<file path="config.mk">
export PLATFORM = sky130hd
export DESIGN_NAME = pid_speed_mixer
export DESIGN_NICKNAME = d
export VERILOG_FILES = /design/src/rtl/pid_pkg.sv /design/src/rtl/frwrd_ramp.sv /design/src/rtl/pid_speed_mixer.sv
export SDC_FILE = /design/constraint.sdc
export NUM_CORES = 1
export LEC_CHECK = 0
export CELL_PAD_IN_SITES_DETAIL_PLACEMENT = 0
export CELL_PAD_IN_SITES_GLOBAL_PLACEMENT = 1
export CORE_AREA = 2 2 103 105
export DETAILED_ROUTE_END_ITERATION = 8
export DIE_AREA = 0 0 105 107
export GPL_TIMING_DRIVEN = 0
export HOLD_SLACK_MARGIN = 0.15
export PLACE_DENSITY = 0.93
export SLEW_MARGIN = 20
export SYNTH_ARGS = -nofsm -noshare
export SYNTH_HDL_FRONTEND = slang
export SYNTH_SLANG_ARGS = --single-unit
</file>
<file path="constraint.sdc">
create_clock -name clk -period 8.8 [get_ports clk]
set_clock_uncertainty 0.2 [all_clocks]
set_input_delay 1.76 -clock clk [delete_from_list [all_inputs] [get_ports clk]]
set_output_delay 1.76 -clock clk [all_outputs]
set_load 0.01 [all_outputs]
</file>
<file path="src/rtl/pid_pkg.sv">
// Shared widths, ramp constants and the 12b signed speed clamp for the heading PID chain.
package pid_pkg;
    localparam int P_W     = 14;
    localparam int I_W     = 12;
    localparam int D_W     = 13;
    localparam int SPD_W   = 12;
    localparam int FRWRD_W = 11;
    localparam int ERR_W   = 10;
    localparam int SUM_W   = 15;

    localparam logic [FRWRD_W-1:0] FAST_INC  = 11'd18;
    localparam logic [FRWRD_W-1:0] SLOW_INC  = 11'd2;
    localparam logic [FRWRD_W-1:0] DEC       = 11'd36;
    localparam logic [FRWRD_W-1:0] MAX_FRWRD = 11'h2A0;
    // Compared against |err_sat| in 11b so that -512 maps to +512.
    localparam logic [ERR_W:0]     ERR_SMALL = 11'd96;

    function automatic logic signed [SPD_W-1:0] clamp_spd(input logic signed [SPD_W:0] v);
        if (v > 13'sd2047)
            return 12'sd2047;
        else if (v < -13'sd2048)
            return -12'sd2048;
        else
            return v[SPD_W-1:0];
    endfunction
endpackage

</file>
<file path="src/rtl/frwrd_ramp.sv">
// Forward-speed ramp: accelerates fast or slow depending on heading error, decays when stopped.
module frwrd_ramp
    import pid_pkg::*;
(
    input  logic                     clk,
    input  logic                     rst_n,
    input  logic                     hdng_vld,
    input  logic                     moving,
    input  logic signed [ERR_W-1:0]  err_sat,
    output logic [FRWRD_W-1:0]       frwrd
);
    logic [FRWRD_W-1:0] frwrd_q, frwrd_d;
    logic [ERR_W:0]     err_ext, err_abs;
    logic [FRWRD_W-1:0] inc;
    logic [FRWRD_W:0]   inc_sum;

    always_comb begin
        err_ext = {err_sat[ERR_W-1], err_sat};
        err_abs = err_sat[ERR_W-1] ? (~err_ext + 11'd1) : err_ext;
        inc     = (err_abs < ERR_SMALL) ? FAST_INC : SLOW_INC;
        inc_sum = {1'b0, frwrd_q} + {1'b0, inc};
        frwrd_d = frwrd_q;
        if (hdng_vld) begin
            if (moving)
                frwrd_d = (inc_sum > {1'b0, MAX_FRWRD}) ? MAX_FRWRD : inc_sum[FRWRD_W-1:0];
            else
                frwrd_d = (frwrd_q < DEC) ? '0 : frwrd_q - DEC;
        end
    end

    always_ff @(posedge clk) begin
        if (!rst_n)
            frwrd_q <= '0;
        else
            frwrd_q <= frwrd_d;
    end

    assign frwrd = frwrd_q;
endmodule

</file>
<file path="src/rtl/pid_speed_mixer.sv">
// Mixes P/I/D terms around the ramped forward speed into clamped left/right motor speeds.
module pid_speed_mixer
    import pid_pkg::*;
(
    input  logic                    clk,
    input  logic                    rst_n,
    input  logic                    hdng_vld,
    input  logic                    moving,
    input  logic signed [ERR_W-1:0] err_sat,
    input  logic signed [P_W-1:0]   P_term,
    input  logic signed [I_W-1:0]   I_term,
    input  logic signed [D_W-1:0]   D_term,
    output logic signed [SPD_W-1:0] lft_spd,
    output logic signed [SPD_W-1:0] rght_spd,
    output logic                    spd_vld
);
    logic [FRWRD_W-1:0]      frwrd;
    logic signed [SUM_W-1:0] sum_d, sum_q;
    logic                    mov_q, v1_q, vld_q;
    logic signed [SPD_W-1:0] scaled;
    logic signed [SPD_W:0]   scaled_ext, f13, lft_sum, rght_sum;
    logic signed [SPD_W-1:0] lft_d, rght_d, lft_q, rght_q;

    frwrd_ramp u_ramp (
        .clk      (clk),
        .rst_n    (rst_n),
        .hdng_vld (hdng_vld),
        .moving   (moving),
        .err_sat  (err_sat),
        .frwrd    (frwrd)
    );

    // Stage 2 reads frwrd after the stage-1 edge, i.e. the value already updated for this strobe.
    always_comb begin
        sum_d      = SUM_W'(P_term) + SUM_W'(I_term) + SUM_W'(D_term);
        scaled     = SPD_W'(sum_q >>> 3);
        scaled_ext = {scaled[SPD_W-1], scaled};
        f13        = signed'({2'b00, frwrd});
        lft_sum    = f13 + scaled_ext;
        rght_sum   = f13 - scaled_ext;
        lft_d      = mov_q ? clamp_spd(lft_sum) : '0;
        rght_d     = mov_q ? clamp_spd(rght_sum) : '0;
    end

    always_ff @(posedge clk) begin
        if (!rst_n) begin
            sum_q  <= '0;
            mov_q  <= 1'b0;
            v1_q   <= 1'b0;
            vld_q  <= 1'b0;
            lft_q  <= '0;
            rght_q <= '0;
        end else begin
            v1_q  <= hdng_vld;
            vld_q <= v1_q;
            if (hdng_vld) begin
                sum_q <= sum_d;
                mov_q <= moving;
            end
            if (v1_q) begin
                lft_q  <= lft_d;
                rght_q <= rght_d;
            end
        end
    end

    assign lft_spd  = lft_q;
    assign rght_spd = rght_q;
    assign spd_vld  = vld_q;
endmodule
</file>
[After elaboration in Yosys (flattened, before gate mapping)]
Cells that the tools add are included.
Word-level totals
  bits in registers: 53
  bits of input ports: 53
  output and inout port bits: 25
  word-level logic and storage cells: 33
Operators by class
  $add $sub $neg: 7
  $lt $le $gt $ge: 7
  multiplexer cells: 11
  bitwise operators: 1
Operators with widths (count)
  $mux W12: 6
  $mux W11: 4
  $gt A13 B12 Y1 const B: 2
  $lt A13 B12 Y1 const B: 2
  $add A14 B12 Y15: 1
  $add A15 B13 Y15: 1
  $add A12 B12 Y13: 1
  $sub A12 B12 Y13: 1
  $add A11 B11 Y12: 1
  $gt A12 B10 Y1 const B: 1
  $add A11 B1 Y11 const B: 1
  $lt A11 B6 Y1 const B: 1
  $lt A11 B7 Y1 const B: 1
  $not A11 Y11: 1
  $sub A11 B6 Y11 const B: 1
  $mux W5: 1

[Longest topological paths before layout]
  depth after elaboration: 9
  gate-level depth with buffers: 12
  mapped depth without buffers: 12

[By module]
A second synthesis with hierarchy kept.
Unflattened totals
  cell total of the unflattened synthesis: 523
  area, all modules: 4260.3 µm²
By module, submodules not included
  pid_speed_mixer: times used 1, cells each 382, area an instance 3221.8 µm², sequential area each 780.7 µm²
  frwrd_ramp: times used 1, cells each 141, area an instance 1038.5 µm², sequential area each 200.2 µm²

[Least setup slack after synthesis]
No wires, ideal clock.
  kind: input-to-reg
  from: input port err_sat[4]
  to: register u_ramp.frwrd_q[7] (netlist: u_ramp.frwrd[7])
  library setup time: 0.122 ns
  arrival time: 3.896 ns
  data required time: 8.478 ns
  setup slack: 4.582 ns
  cell stages on the path: 12
  buffers on the path: 0
  cell sequence: nor3_1 -> nand2_1 -> a21oi_1 -> o22ai_1 -> ha_1 -> and3_4 -> or4_1 -> o211ai_1 -> o21ai_1 -> a22oi_2 -> nor2_2 -> o311a_1
On the way
  word-level cells in the longest chain between the ends: 9
Ends and longest elaborated chain
  start: declaration: RTL line pid_speed_mixer.sv:9  | input logic signed [ERR_W-1:0] err_sat,
  $not A11 Y11: RTL line frwrd_ramp.sv:19  | err_abs = err_sat[ERR_W-1] ? (~err_ext + 11'd1) : err_ext;
  $add A11 B1 Y11: RTL line frwrd_ramp.sv:19
  $mux W11 *: RTL line frwrd_ramp.sv:19
  $lt A11 B7 Y1 *: RTL line frwrd_ramp.sv:20  | inc = (err_abs < ERR_SMALL) ? FAST_INC : SLOW_INC;
  $mux W5 *: RTL line frwrd_ramp.sv:20
  $add A11 B11 Y12 *: RTL line frwrd_ramp.sv:21  | inc_sum = {1'b0, frwrd_q} + {1'b0, inc};
  $gt A12 B10 Y1: RTL line frwrd_ramp.sv:25  | frwrd_d = (inc_sum > {1'b0, MAX_FRWRD}) ? MAX_FRWRD : inc_sum[FRWRD_W-1:0];
  $mux W11 *: RTL line frwrd_ramp.sv:25
  $mux W11 *: RTL line frwrd_ramp.sv:24  | if (moving)
  end signal: assignment: RTL line frwrd_ramp.sv:35  | frwrd_q <= frwrd_d;
  end: declaration: RTL line frwrd_ramp.sv:12  | logic [FRWRD_W-1:0] frwrd_q, frwrd_d;
Every way passes the cells marked *; elsewhere a longest branch is shown, timed or not.
A chain may end at the register's enable or synchronous reset.

[Final worst setup path]
  from: input port err_sat[4]
  to: register u_ramp.frwrd_q[8] (netlist: u_ramp.frwrd[8])
The elaborated chain is that of the path after synthesis.

==> flow_summary.ini <==
[floorplanning]
die_w_um = 105
die_area_mm2 = 0.0112
core-area_mm2 = 0.0101
io_pins = 78
rows = 37
die_h_um = 107
start_util = 0.423

[clock_network]
clock_latency_ns = 0.29
cts_num_sinks = 49
ctsHoldBuffers = 0
cts.clk_slew.worst_paths_ns = 0.09
cts_buffers = 5
cts_resized = 0
clockBufferDepth = 2
htree_levels = 2
cts_tree = yes
post_cts_buffers = 0
root_buffer = clkbuf_8

[yosys]
synth_edf_count = 0
syn_avg_cell_area_um2 = 8.08
yosys.area.top_type = dfxtp_1
synth_top_area_share = 0.230
synth.ff_latch_count = 49
synth_area_mm2 = 0.00427
synth-async-reset-ratio = 0
synthDistinctLibCells = 74
yosysWarnings = 0
synth_cells = 528
synthesis.nets = 633
synth_area_leaders = dfxtp_1 (23%), ha_1 (11%), fa_1 (6.6%)
synth_ff_type = dfxtp_1
ys_seq_area_frac = 0.230

[power_and_ir_drop]
vdd_drop_max_v = 0.0000892
seqPwrFrac = 0.315
switching_power_w = 0.000347
p_clk_frac = 0.153
power.leakage_nw = 2.13
switching_share = 0.412
p_int_w = 0.000496
combPwrFrac = 0.532
p_per_area_mw_per_mm2 = 160

[worst_setup_path]
critPathMaxFanout = 7
cp-start-kind = input port
crit_type = input port to flop
cp.arrival_ns = 4.55
critical_path_buf_inv_count = 1
cpMostUsedCell = o22ai_1
crit_path_top_delay_cell = clkdlybuf4s50_1
endpoint_kind = flop
slowest_delay_ns = 0.39
required_ns = 8.76
cp_top_family = simple AND/OR/NAND/NOR gates
cp_cell_sequence = clkdlybuf4s50_1 > nor3_1 > nand2_1 > a21oi_1 > o22ai_1 > ha_1 > and3_1 > o21a_2 > and3_4 > mux2i_1 > a22oi_2 > nor2_2 > o22ai_1

[route]
remaining_drc_errors = 0
antenna_left = 0
vias_per_cell = 5.43
drt_iter0_drc = 282
post_drt_wl_per_cell_um = 14.5
vias = 4059
finalWirelength_mm = 10.8
dr.pass1.iters = 5

[sta]
fin_crit_sh = 0.522
finalSetupViolCount = 0
post-route-worst-setup-slack_ns = 4.20
fmax_mhz = 218
hold_viol = 0
worstMarginPinSlew_ns = 0.655
hold_slack_ns = 0.251
rsz0062_at_grt = no
report.final.slew_viol_count = 0
max-slew-margin-rel = 0.562
period_minus_slack_ns = 4.60
tns_ns = 0

[grt]
grt_max_degree = 14
grt_use_total = 0.200
grt_antenna_before_repair = 0
grt-ovfl-total = 0
grt_pass1_vias = 3948
grt_pass1_wl_mm = 18.5

[finish]
final_area_mm2 = 0.00527
final-instance-count-excl-fill = 747
drive_gt1_frac = 0.0671
antennaDiodeCount = 0
area_delta_synth_final_pct = 23.5
final_cell_mix = clkdlybuf4s50_1 (75), nor2_1 (57), nand2_1 (50), dfxtp_1 (49), a21oi_1 (44)
final_common_cell = clkdlybuf4s50_1
n_fill_cell = 1016
fin_nets = 715

[place]
port_buffers = 75
pre_cts_ws_ns = 3.94
hpwl_mm = 8.83
routabilityCongestion = 0.892
place_inst = 739
place_area_mm2 = 0.00519

[worst_hold_path]
hold_class = flop to flop

[status]
status = finished clean

[job]
drv_cap = 0
## worst paths after layout
| kind | slack, ns | depth (start not counted) | start | to |
|---|---|---|---|---|
| worst max-delay path | 4.20 | 13 | err_sat[4] | u_ramp.frwrd[8] |
| worst min-delay path | 0.25 | 2 | lft_spd[9] | lft_spd[9] |
| worst max register to register | 5.93 | 9 | sum_q[3] | rght_spd[5] |
| worst min register to register | 0.25 | 2 | lft_spd[9] | lft_spd[9] |
## tightest hold or removal path, stage by stage, from the launching register on
cell	delay, ns
dfxtp_1	0.32
nand2_1	0.05
o21ai_1	0.05
## logic make-up after synthesis
group | count (synthesis) | synth area share
xor gates and xnor gates | 35 | 0.0718
adders and majority gates | 52 | 0.177
muxes | 8 | 0.0188
DFF | 49 | 0.230
AOI/OAI and AO/OA | 159 | 0.259
buffers and inverters | 50 | 0.0475
and+or+nand+nor | 175 | 0.196
## state kept, by name (all words and copies together) (netlist names)
name / cells
lft_spd: 12
mov_q: 1
rght_spd: 12
spd_vld: 1
sum_q: 12
u_ramp.frwrd: 10
v1_q: 1
## cell type report
type / instances / area [um2] / area share
multi-input cells: 429 / 3080 / 0.585
plain buffers: 23 / 101 / 0.0192
repair buffers: 75 / 751 / 0.143
inverters: 27 / 101 / 0.0192
clock buffers: 8 / 80.1 / 0.0152
flip-flops and latches: 49 / 981 / 0.186
well taps: 136 / 170 / 0.0323
## per-stage QoR
stage | util | power, W
finish | 0.522 | 0.000842
global route | 0.522 | 0.000912
CTS | 0.522 | 0.000842
detailed placement | 0.514 | 0.000712
global placement | 0.514 | 0.000701
floorplan | - | 0.000599
## power by group through the flow
stage | combinational [W] | clock (W) | sequential [W]
6_report | 0.000448 | 0.000129 | 0.000265
5_1_grt | 0.000502 | 0.000142 | 0.000268
4_1_cts | 0.000444 | 0.000133 | 0.000265
3_5_place_dp | 0.000442 | 0 | 0.000270
3_3_place_gp | 0.000432 | 0 | 0.000269
2_1_floorplan | 0.000337 | 0 | 0.000262
## synthesized netlist by cell type (12+ instances only)
master	instances
a21oi_1	44
ha_1	38
xor2_1	14
dfxtp_1	49
nand2_1	50
fa_1	14
clkbuf_1	12
nor2_1	57
o21ai_0	22
inv_1	26
nand3_1	13
o21ai_1	14
xnor2_1	21
## routing by layer
| layer | part of all wire | vias up | global-route usage |
|---|---|---|---|
| li1 | - | 2041 | - |
| met1 | 0.44 | 1875 | 0.246 |
| met2 | 0.49 | 133 | 0.365 |
| met3 | 0.048 | 10 | 0.0280 |
| met4 | 0.013 | 0 | 0.0514 |
| met5 | 0 | - | 0 |
Power figures use the tool's default switching activity.
